<file path="config.mk">
export PLATFORM = sky130hd
export DESIGN_NAME = icache_fill_ctrl
export DESIGN_NICKNAME = d
export VERILOG_FILES = /design/src/rtl/icache_pkg.sv /design/src/rtl/icache_beat_assembler.sv /design/src/rtl/icache_fill_ctrl.sv
export SDC_FILE = /design/constraint.sdc
export NUM_CORES = 1
export LEC_CHECK = 0
export CORE_MARGIN = 2
export CORE_UTILIZATION = 41
export DETAILED_ROUTE_END_ITERATION = 6
export PLACE_DENSITY = 0.75
export SLEW_MARGIN = 5
export SYNTH_ARGS = -nofsm -noshare
export SYNTH_HDL_FRONTEND = slang
export SYNTH_SLANG_ARGS = --single-unit
</file>
<file path="constraint.sdc">
create_clock -name clock_i -period 2.3 [get_ports clock_i]
set_clock_uncertainty 0.05 [all_clocks]
set_input_delay 0.23 -clock clock_i [delete_from_list [all_inputs] [get_ports clock_i]]
set_output_delay 0.23 -clock clock_i [all_outputs]
set_load 0.02 [all_outputs]
</file>
<file path="src/rtl/icache_pkg.sv">
// Shared definitions for the L1 instruction-cache refill path: geometry,
// fill-FSM state encoding and the line-address type used by fetch and fill.
package icache_pkg;

    localparam int BLOCK_BITS   = 256;
    localparam int BEAT_BITS    = 64;
    localparam int BEATS        = BLOCK_BITS / BEAT_BITS;
    localparam int LINE_ADDR_W  = 8;
    localparam int DRAIN_CYCLES = 2;

    localparam int BEAT_CNT_W  = $clog2(BEATS);
    localparam int DRAIN_CNT_W = (DRAIN_CYCLES > 1) ? $clog2(DRAIN_CYCLES) : 1;

    typedef logic [LINE_ADDR_W-1:0] line_addr_t;
    typedef logic [BLOCK_BITS-1:0]  block_t;
    typedef logic [BEAT_BITS-1:0]   beat_t;

    typedef enum logic [2:0] {
        ST_IDLE  = 3'd0,
        ST_REQ   = 3'd1,
        ST_BEAT  = 3'd2,
        ST_WRITE = 3'd3,
        ST_DRAIN = 3'd4
    } fill_state_t;

    // Line indices are compared bitwise only; there is no address arithmetic.
    function automatic logic addr_match(input line_addr_t a, input line_addr_t b);
        return a == b;
    endfunction

endpackage

</file>
<file path="src/rtl/icache_beat_assembler.sv">
// Collects BEATS memory beats into one cache line, beat 0 least significant,
// and flags the beat that completes the line.
module icache_beat_assembler
    import icache_pkg::*;
(
    input  logic                  clk,
    input  logic                  rst_n,
    input  logic                  start_i,
    input  logic                  beat_valid_i,
    input  logic [BEAT_BITS-1:0]  beat_data_i,
    output logic [BLOCK_BITS-1:0] block_o,
    output logic                  last_beat_o
);

    localparam logic [BEAT_CNT_W-1:0] LAST_BEAT = BEAT_CNT_W'(BEATS - 1);

    logic [BEAT_CNT_W-1:0] cnt_q, cnt_d;
    block_t                buf_q, buf_d;

    // NOTE: every variable gets its default at the top of always_comb, so no
    // path leaves it unassigned and no latch is inferred.
    always_comb begin
        cnt_d = cnt_q;
        buf_d = buf_q;
        if (start_i) begin
            cnt_d = '0;
        end else if (beat_valid_i) begin
            buf_d[int'(cnt_q)*BEAT_BITS +: BEAT_BITS] = beat_data_i;
            cnt_d = (cnt_q == LAST_BEAT) ? '0 : cnt_q + 1'b1;
        end
    end

    assign last_beat_o = beat_valid_i && (cnt_q == LAST_BEAT);
    assign block_o     = buf_q;

    // NOTE: the wide line buffer is reset on purpose so the write-block output
    // reads as 0 out of reset; datapath storage is normally left unreset.
    always_ff @(posedge clk or negedge rst_n) begin
        if (!rst_n) begin
            cnt_q <= '0;
            buf_q <= '0;
        end else begin
            cnt_q <= cnt_d;
            buf_q <= buf_d;
        end
    end

endmodule

</file>
<file path="src/rtl/icache_fill_ctrl.sv">
// Instruction-cache refill sequencer: request/ack, beat assembly, one-cycle
// cache write, pipeline drain, plus a 1-entry coalescing pending slot.
module icache_fill_ctrl
    import icache_pkg::*;
(
    input  logic                   clock_i,
    input  logic                   reset_i,
    input  logic                   fillReq_i,
    input  logic [LINE_ADDR_W-1:0] fillAddr_i,
    output logic                   fillReady_o,
    output logic                   fillBusy_o,
    output logic                   fillDone_o,
    output logic                   memReq_o,
    output logic [LINE_ADDR_W-1:0] memAddr_o,
    input  logic                   memAck_i,
    input  logic                   memValid_i,
    input  logic [BEAT_BITS-1:0]   memData_i,
    output logic                   writeEnable_o,
    output logic [LINE_ADDR_W-1:0] writeAddress_o,
    output logic [BLOCK_BITS-1:0]  writeBlock_o,
    output logic                   fetchStall_o
);

    localparam logic [DRAIN_CNT_W-1:0] DRAIN_LAST = DRAIN_CNT_W'(DRAIN_CYCLES - 1);

    fill_state_t           state_q, state_d;
    line_addr_t            active_addr_q, active_addr_d;
    logic                  pend_valid_q, pend_valid_d;
    line_addr_t            pend_addr_q, pend_addr_d;
    logic [DRAIN_CNT_W-1:0] drain_cnt_q, drain_cnt_d;
    line_addr_t            wr_addr_q, wr_addr_d;
    block_t                wr_block_q, wr_block_d;

    logic   accept;
    logic   coalesce;
    logic   asm_start;
    logic   asm_beat;
    logic   asm_last;
    block_t asm_block;

    assign accept   = fillReq_i && !pend_valid_q;
    assign coalesce = ((state_q != ST_IDLE) && addr_match(fillAddr_i, active_addr_q))
                   || (pend_valid_q && addr_match(fillAddr_i, pend_addr_q));

    assign asm_start = (state_q == ST_REQ) && memAck_i;
    assign asm_beat  = (state_q == ST_BEAT) && memValid_i;

    icache_beat_assembler u_assembler (
        .clk          (clock_i),
        .rst_n        (reset_i),
        .start_i      (asm_start),
        .beat_valid_i (asm_beat),
        .beat_data_i  (memData_i),
        .block_o      (asm_block),
        .last_beat_o  (asm_last)
    );

    always_comb begin
        state_d       = state_q;
        active_addr_d = active_addr_q;
        pend_valid_d  = pend_valid_q;
        pend_addr_d   = pend_addr_q;
        drain_cnt_d   = drain_cnt_q;
        wr_addr_d     = wr_addr_q;
        wr_block_d    = wr_block_q;

        case (state_q)
            ST_IDLE: begin
                if (pend_valid_q) begin
                    active_addr_d = pend_addr_q;
                    pend_valid_d  = 1'b0;
                    state_d       = ST_REQ;
                end else if (accept) begin
                    active_addr_d = fillAddr_i;
                    state_d       = ST_REQ;
                end
            end
            ST_REQ: begin
                if (memAck_i) state_d = ST_BEAT;
            end
            ST_BEAT: begin
                if (asm_last) state_d = ST_WRITE;
            end
            ST_WRITE: begin
                wr_addr_d   = active_addr_q;
                wr_block_d  = asm_block;
                drain_cnt_d = '0;
                state_d     = ST_DRAIN;
            end
            ST_DRAIN: begin
                if (drain_cnt_q == DRAIN_LAST) state_d = ST_IDLE;
                else                           drain_cnt_d = drain_cnt_q + 1'b1;
            end
            default: state_d = ST_IDLE;
        endcase

        // A miss arriving behind an active fill queues unless it is a duplicate.
        if ((state_q != ST_IDLE) && accept && !coalesce) begin
            pend_valid_d = 1'b1;
            pend_addr_d  = fillAddr_i;
        end
    end

    // NOTE: sequential state uses non-blocking assignments so every flop
    // samples its _d value from before the edge, regardless of statement order.
    always_ff @(posedge clock_i or negedge reset_i) begin
        if (!reset_i) begin
            state_q       <= ST_IDLE;
            active_addr_q <= '0;
            pend_valid_q  <= 1'b0;
            pend_addr_q   <= '0;
            drain_cnt_q   <= '0;
            wr_addr_q     <= '0;
            wr_block_q    <= '0;
        end else begin
            state_q       <= state_d;
            active_addr_q <= active_addr_d;
            pend_valid_q  <= pend_valid_d;
            pend_addr_q   <= pend_addr_d;
            drain_cnt_q   <= drain_cnt_d;
            wr_addr_q     <= wr_addr_d;
            wr_block_q    <= wr_block_d;
        end
    end

    assign fillReady_o    = !pend_valid_q;
    assign fillBusy_o     = (state_q != ST_IDLE) || pend_valid_q;
    assign fillDone_o     = (state_q == ST_DRAIN) && (drain_cnt_q == DRAIN_LAST);
    assign fetchStall_o   = (state_q != ST_IDLE);
    assign memReq_o       = (state_q == ST_REQ);
    assign memAddr_o      = memReq_o ? active_addr_q : '0;
    assign writeEnable_o  = (state_q == ST_WRITE);
    // Outside the write cycle the cache port keeps showing the last line written.
    assign writeAddress_o = writeEnable_o ? active_addr_q : wr_addr_q;
    assign writeBlock_o   = writeEnable_o ? asm_block     : wr_block_q;

endmodule

</file>
==> impl_metrics.json, run 1 <==
{
  "cts_buffer_depth": 3,
  "die_area_mm2": 0.05270,
  "worst_pin_slew_ns": 0.5718,
  "max_stage_delay_ns": 0.38,
  "power.density_mw_per_mm2": 1115,
  "grt.busiest_layer": "met2",
  "cts_buffers": 55,
  "met2_usage_pct": 40.30,
  "syn_to_final_growth_pct": 31.36,
  "syn_area_mm2": 0.02086,
  "insertion_delay_ns": 0.60,
  "drv_cap": 0,
  "yosysWarnings": 0,
  "r2r_start": "state_q[2]",
  "diodes": 0,
  "grt_pass1_wl_um": 99750,
  "drt_first_pass_iters": 5,
  "syn_nets": 2297,
  "cp_slowest_cell": "dfrtp_1",
  "crit_fanout": 7,
  "p_leak_nw": 14.40,
  "hold_viol_final": 0,
  "place.gp.congestion": 0.8602,
  "drt-total-wl_um": 62430,
  "cts_tree": "yes",
  "timing.rr.end": "wr_block_q[38]",
  "finalNonFillerCells": 3302,
  "cts.sinks": 543,
  "num_rows": 82,
  "fin_crit_ns": 2.641,
  "synth-seq-area-share_pct": 65.14,
  "dpl.hpwl_um": 39140,
  "synth.distinct_cells": 32,
  "clk_pin_slew_ns": 0.06,
  "fp.dieW_um": 229.6,
  "core_area_mm2": 0.05017,
  "netlist_instances": 2215,
  "critPathRequiredTime_ns": 2.02,
  "final_util_pct": 54.61,
  "grt_pass1_vias": 17800,
  "hold_ws_ns": 0.1282,
  "ys_seq_elements": 543,
  "violations": "setup timing",
  "cp.arrival_ns": 2.36,
  "hp-class": "primary input to async pin",
  "crit_chain": "nand2b_4 -> or2_4 -> buf_12 -> buf_16 -> buf_8 -> buf_6 -> nand2_2 -> nand2_2 -> buf_6",
  "slew_violations": 0,
  "grt_overflow": 0,
  "fin_setup_tns_ns": -49.15,
  "antenna_found_initial": 0,
  "start_kind": "flop",
  "outcome": "complete, but fails checks",
  "wire_per_inst_um": 18.91,
  "rsz0062_at_grt": "true",
  "end_kind": "output pin",
  "fin_crit_sh_pct": 114.8,
  "fin_ws_ns": -0.3411,
  "path_class": "flop to output pin",
  "use_met3_pct": 4.544,
  "root_buffer": "clkbuf_16",
  "drtIter0Drc": 1493,
  "drive_gt1_share_pct": 20.84,
  "timing.fmax_mhz": 378.6,
  "setup_violations": 269,
  "slew_headroom_pct": 61.84,
  "synth.avg_cell_area_um2": 9.417,
  "num_vias": 17050,
  "grtUsageTotal_pct": 23.84,
  "grt_max_degree": 87,
  "nets": 2673,
  "ir_drop_mv": 0.6868,
  "p_total_mw": 30.55,
  "drcViolationCount": 0,
  "synth_top_area_cell": "dfrtp_1",
  "fp.dieH_um": 229.6,
  "ios": 355,
  "h-tree-depth": 2,
  "start_util_pct": 41.58,
  "ant_nets": 0,
  "vias_per_cell": 5.164,
  "grt_use_met1_pct": 31.29,
  "yosysTopAreaCellShare_pct": 65.14,
  "dp.cells": 3175,
  "ys_top_cells_by_area": "dfrtp_1 65%, nand2_1 21%, o21ai_0 4.7%",
  "ff2ff_setup_slack_ns": -0.21,
  "rr_worst_depth": 14,
  "port_buffers": 354
}
cell usage after synthesis:
library cell,n
nand2_1,1185
dfrtp_1,543
o21ai_0,194
clkbuf_1,90
a22o_1,66
buf_2,38
a21oi_1,12
nor2_1,12
and2_1,8
mux2_2,8
mux2i_1,8
xnor2_1,8
buf_6,7
inv_1,7
ha_1,5
buf_1,3
and3_1,2
nand2b_1,2
nand3_1,2
nand4_1,2
nor3_2,2
a21o_1,1
and4bb_4,1
clkbuf_2,1
nand2_2,1
nor2_2,1
nor2b_1,1
nor4_4,1
o2111ai_2,1
o31ai_1,1
or2_2,1
or3_1,1
metal layers:
metal  vias to the layer above  wire length [um]
met2                       672             31000
met3                       115              4485
li1                       7773                 -
met5                         -                 0
met1                      8492             25520
met4                         0              1428
cells by family (layout without fill, tap and decap cells):
logic type                 count (synthesis)  count (layout)  share of synthesized area (%)
adders and majority gates                  5               5                         0.2999
AOI/OAI and AO/OA                        275             275                          7.858
xor gates and xnor gates                   8               8                         0.3359
DFF                                      543             543                          65.14
and+or+nand+nor                         1222            1222                          22.43
muxes                                     16              16                         0.8158
buffers and inverters                    146             561                          3.113
metrics by stage:
step | instance area (um^2) | setup slack [ns]
after global placement | 25490 | -0.03964
after global routing | 27400 | -0.4322
after detailed placement | 25490 | -0.04858
after CTS | 27910 | -0.3813
after floorplan | 20860 | 0.2412
final | 27400 | -0.3411
sequential cells by signal (all words and copies together) (netlist names):
register / flops
u_assembler.block_o: 256
wr_block_q: 256
active_addr_q: 8
pend_addr_q: 8
wr_addr_q: 8
state_q: 3
u_assembler.cnt_q: 2
drain_cnt_q: 1
pend_valid_q: 1
power by group:
part	leakage [nW]	switching (mW)	internal (mW)	total, mW
Combinational	6.03	5.85	3.50	9.34
Clock	0.935	3.75	5.64	9.39
Sequential	7.43	0.762	11.1	11.8
cell usage in the layout (no fill, tap or decap), types with 2 or more instances in the layout:
master              n
mux2i_1             8
ha_1                5
bufbuf_16           3
clkdlybuf4s15_2     9
bufinv_16           7
and2_1              8
buf_12             23
xnor2_1             8
dlymetal6s2s_1      9
nand2_1          1112
a22o_1             66
nor2_1             12
nand4_1             2
o21ai_0           194
nand2_4            23
mux2_2              8
dfrtp_1           543
nor3_4              2
clkbuf_8           11
buf_8               7
a21oi_1            12
nand2_2            51
buf_6              46
clkdlybuf4s50_1    79
clkbuf_2           90
nand3_1             2
buf_16             12
clkbuf_16          58
inv_6               2
buf_4              71
buf_2             104
clkinv_4            2
inv_1               6
clkinv_2            8
clkbuf_1            9
area by class of cell:
| type | count | area, um^2 |
|---|---|---|
| multi-input cells | 1526 | 6948 |
| flip-flops and latches | 543 | 13590 |
| repair inverters | 2 | 25.02 |
| clock inverters | 19 | 284.0 |
| fillers | 4287 | 22770 |
| clock buffers | 77 | 1612 |
| repair buffers | 456 | 4064 |
| well taps | 672 | 840.8 |
| inverters | 7 | 38.79 |
timing repair:
action	4_1_cts	5_1_grt
gates resized for setup	770	335
setup buffers	15	3
endpoints found under the setup margin	277	278
hold buffers	1	0
endpoints found under the hold margin	305	0
pin swaps	34	11
cloned	12	1
critical path, delay by kind of cell, from the launching register on:
family	cells	cell delay (ns)
simple gates	4	0.63
buf+inv	5	0.75
flops	1	0.38
worst max path at each step:
stage / from / slack [ns] / depth (start not counted) / endpoint
floorplan: u_assembler.cnt_q[0] / 0.24 / 8 / u_assembler.block_o[14]
global placement: state_q[2] / -0.04 / 7 / writeBlock_o[60]
detailed placement: state_q[2] / -0.05 / 7 / writeBlock_o[118]
CTS: state_q[2] / -0.38 / 7 / writeBlock_o[168]
global route: state_q[2] / -0.43 / 9 / writeBlock_o[108]
finish: state_q[2] / -0.34 / 9 / writeBlock_o[108]
Note: power is estimated with default switching activity, not from simulation.
==> inputs of run 2 (changes only) <==
--- a/config.mk
+++ b/config.mk
@@ -5,6 +5,7 @@
 export SDC_FILE = /design/constraint.sdc
 export NUM_CORES = 1
 export LEC_CHECK = 0
+export ABC_CLOCK_PERIOD_IN_PS = 2300
 export CORE_MARGIN = 2
 export CORE_UTILIZATION = 41
 export DETAILED_ROUTE_END_ITERATION = 6
==> results of run 2 <==
Final layout, timing and power as in run 1 (identical DEF).
==> inputs of run 3 (changes only) <==
--- a/config.mk
+++ b/config.mk
@@ -5,11 +5,11 @@
 export SDC_FILE = /design/constraint.sdc
 export NUM_CORES = 1
 export LEC_CHECK = 0
-export ABC_CLOCK_PERIOD_IN_PS = 2300
+export ABC_CLOCK_PERIOD_IN_PS = 2400
 export CORE_MARGIN = 2
 export CORE_UTILIZATION = 41
 export DETAILED_ROUTE_END_ITERATION = 6
-export PLACE_DENSITY = 0.75
+export PLACE_DENSITY = 0.67
 export SLEW_MARGIN = 5
 export SYNTH_ARGS = -nofsm -noshare
 export SYNTH_HDL_FRONTEND = slang
==> constraint.sdc (replaced) <==
create_clock -name clock_i -period 2.4 [get_ports clock_i]
set_clock_uncertainty 0.05 [all_clocks]
set_input_delay 0.24 -clock clock_i [delete_from_list [all_inputs] [get_ports clock_i]]
set_output_delay 0.24 -clock clock_i [all_outputs]
set_load 0.02 [all_outputs]
==> run 3 against run 2 <==
The flow still finishes with violations (setup timing). Total power shrank 0.67%. First-iteration DRC count shrank 14%. Global-route usage is essentially flat. Final cell count grew 1.7%. Wire length grew 5.1%. Sequential share of layout area shrank 2.0 points. Via count grew 0.77%. Highest routed layer is now met5. Clock power shrank 2%. Die area is the same. Flip-flop and latch count is the same. Hold slack gained 0.029 ns.
==> impl_metrics.json, run 3 (synthesized netlist as in run 1, its figures left out) <==
{
  "p_leak_nw": 14.87,
  "nets": 2719,
  "place.gp.congestion": 0.8365,
  "die_area_mm2": 0.05270,
  "grt_pass1_wl_um": 98770,
  "final_cell_mix": "1073 x nand2_1, 543 x dfrtp_1, 194 x o21ai_0",
  "rsz0062_at_grt": "true",
  "wire_per_inst_um": 19.54,
  "syn_to_final_growth_pct": 36.97,
  "setup_violations": 267,
  "dpl.hpwl_um": 39950,
  "cp.arrival_ns": 2.32,
  "antenna_found_initial": 3,
  "outcome": "complete, but fails checks",
  "cts_buffer_depth": 3,
  "fin_crit_sh_pct": 108.9,
  "num_rows": 82,
  "slew_headroom_pct": 57.74,
  "start_kind": "flop",
  "grtUsageTotal_pct": 23.85,
  "drtIter0Drc": 1278,
  "violations": "setup timing",
  "drt_first_pass_iters": 5,
  "h-tree-depth": 2,
  "critPathRequiredTime_ns": 2.11,
  "slew_violations": 0,
  "grt_max_degree": 69,
  "vias_per_cell": 5.117,
  "end_kind": "output pin",
  "multiInputGateArea_mm2": 0.007081,
  "fillers": 4316,
  "cts_buffers": 57,
  "hold_viol_final": 0,
  "fin_setup_tns_ns": -28.10,
  "hp-class": "primary input to async pin",
  "register_area_mm2": 0.01359,
  "cts_tree": "yes",
  "drt-total-wl_um": 65610,
  "port_buffers": 354,
  "clk_pin_slew_ns": 0.06,
  "final_common_cell": "nand2_1",
  "ir_drop_mv": 0.7866,
  "ios": 355,
  "grt_overflow": 0,
  "place_area_mm2": 0.02567,
  "fin_area_mm2": 0.02857,
  "fp.dieW_um": 229.6,
  "timing.fmax_mhz": 382.7,
  "fin_ws_ns": -0.2132,
  "root_buffer": "clkbuf_16",
  "drcViolationCount": 0,
  "grt_pass1_vias": 17200,
  "insertion_delay_ns": 0.61,
  "fp.dieH_um": 229.6,
  "crit_fanout": 11,
  "cts.sinks": 543,
  "ant_nets": 0,
  "start_util_pct": 41.58,
  "fin_crit_ns": 2.613,
  "core_area_mm2": 0.05017,
  "worst_pin_slew_ns": 0.6332,
  "dp_slack_ns": -0.03914,
  "path_class": "flop to output pin",
  "power.density_mw_per_mm2": 1062,
  "drv_cap": 0,
  "num_vias": 17180,
  "drive_gt1_share_pct": 23.72
}
run 3: critical path: stages, from the launching register on:
cell,delay [ns]
dfrtp_1,0.37
nand2b_4,0.14
or2_4,0.34
buf_12,0.19
buf_12,0.14
clkbuf_16,0.17
nand2_1,0.08
nand2_2,0.09
buf_2,0.17
run 3: layout make-up:
type	count	share of cell area, %
Multi-Input combinational cell	1526	24.78
Tap cell	672	2.943
Antenna cell	1	0.008758
Clock inverter	24	0.8977
Inverter	7	0.1489
Timing Repair Buffer	500	17.41
Timing Repair inverter	2	0.1752
Sequential cell	543	47.56
Clock buffer	83	6.078
run 3: repair_timing:
action / 4_1_cts / 5_1_grt
hold buffers: 1 / 0
gates cloned: 7 / 16
resized for setup: 652 / 615
endpoints found under the hold margin: 183 / 0
endpoints found under the setup margin: 276 / 277
setup buffers: 6 / 36
pin swaps: 4 / 27
run 3: path summary, 6_finish.rpt:
path | start | end | slack (ns) | cells past startpoint
worst max-delay path | state_q[2] | writeBlock_o[248] | -0.21 | 8
worst min-delay path | reset_i | wr_block_q[126] | 0.16 | 2
worst max register to register | state_q[0] | u_assembler.block_o[68] | 0.32 | 7
worst min register to register | wr_block_q[207] | wr_block_q[207] | 0.42 | 2
max in group asynchronous | reset_i | u_assembler.block_o[31] | 1.29 | 4
min in group clock_i | memData_i[11] | u_assembler.block_o[11] | 0.24 | 3
run 3: through the flow:
stage / total power [mW] / std cells / hold WS [ns] / utilization [%]
4_1_cts: 29.38 / 3305 / 0.1574 / 55.58
3_5_place_dp: 19.98 / 3184 / 0.2050 / 51.17
2_1_floorplan: 15.76 / 2215 / -0.1056 / -
5_1_grt: 31.74 / 3358 / 0.1947 / 56.95
3_3_place_gp: 19.78 / 3184 / 0.2010 / 51.17
6_report: 30.34 / 3358 / 0.1569 / 56.95
run 3: where the power goes:
group	leakage (nW)	switching [mW]	internal [mW]
logic	6.43	5.94	3.88
registers	7.43	0.702	10.6
clock network	1.00	3.69	5.54
run 3: routing by layer:
layer | vias to the layer above | track usage, % | part of all wire, %
li1 | 7874 | - | -
met3 | 116 | 5.105 | 7.0
met5 | - | 0 | 0.037
met2 | 626 | 39.04 | 49
met4 | 4 | 6.859 | 2.4
met1 | 8564 | 32.06 | 42
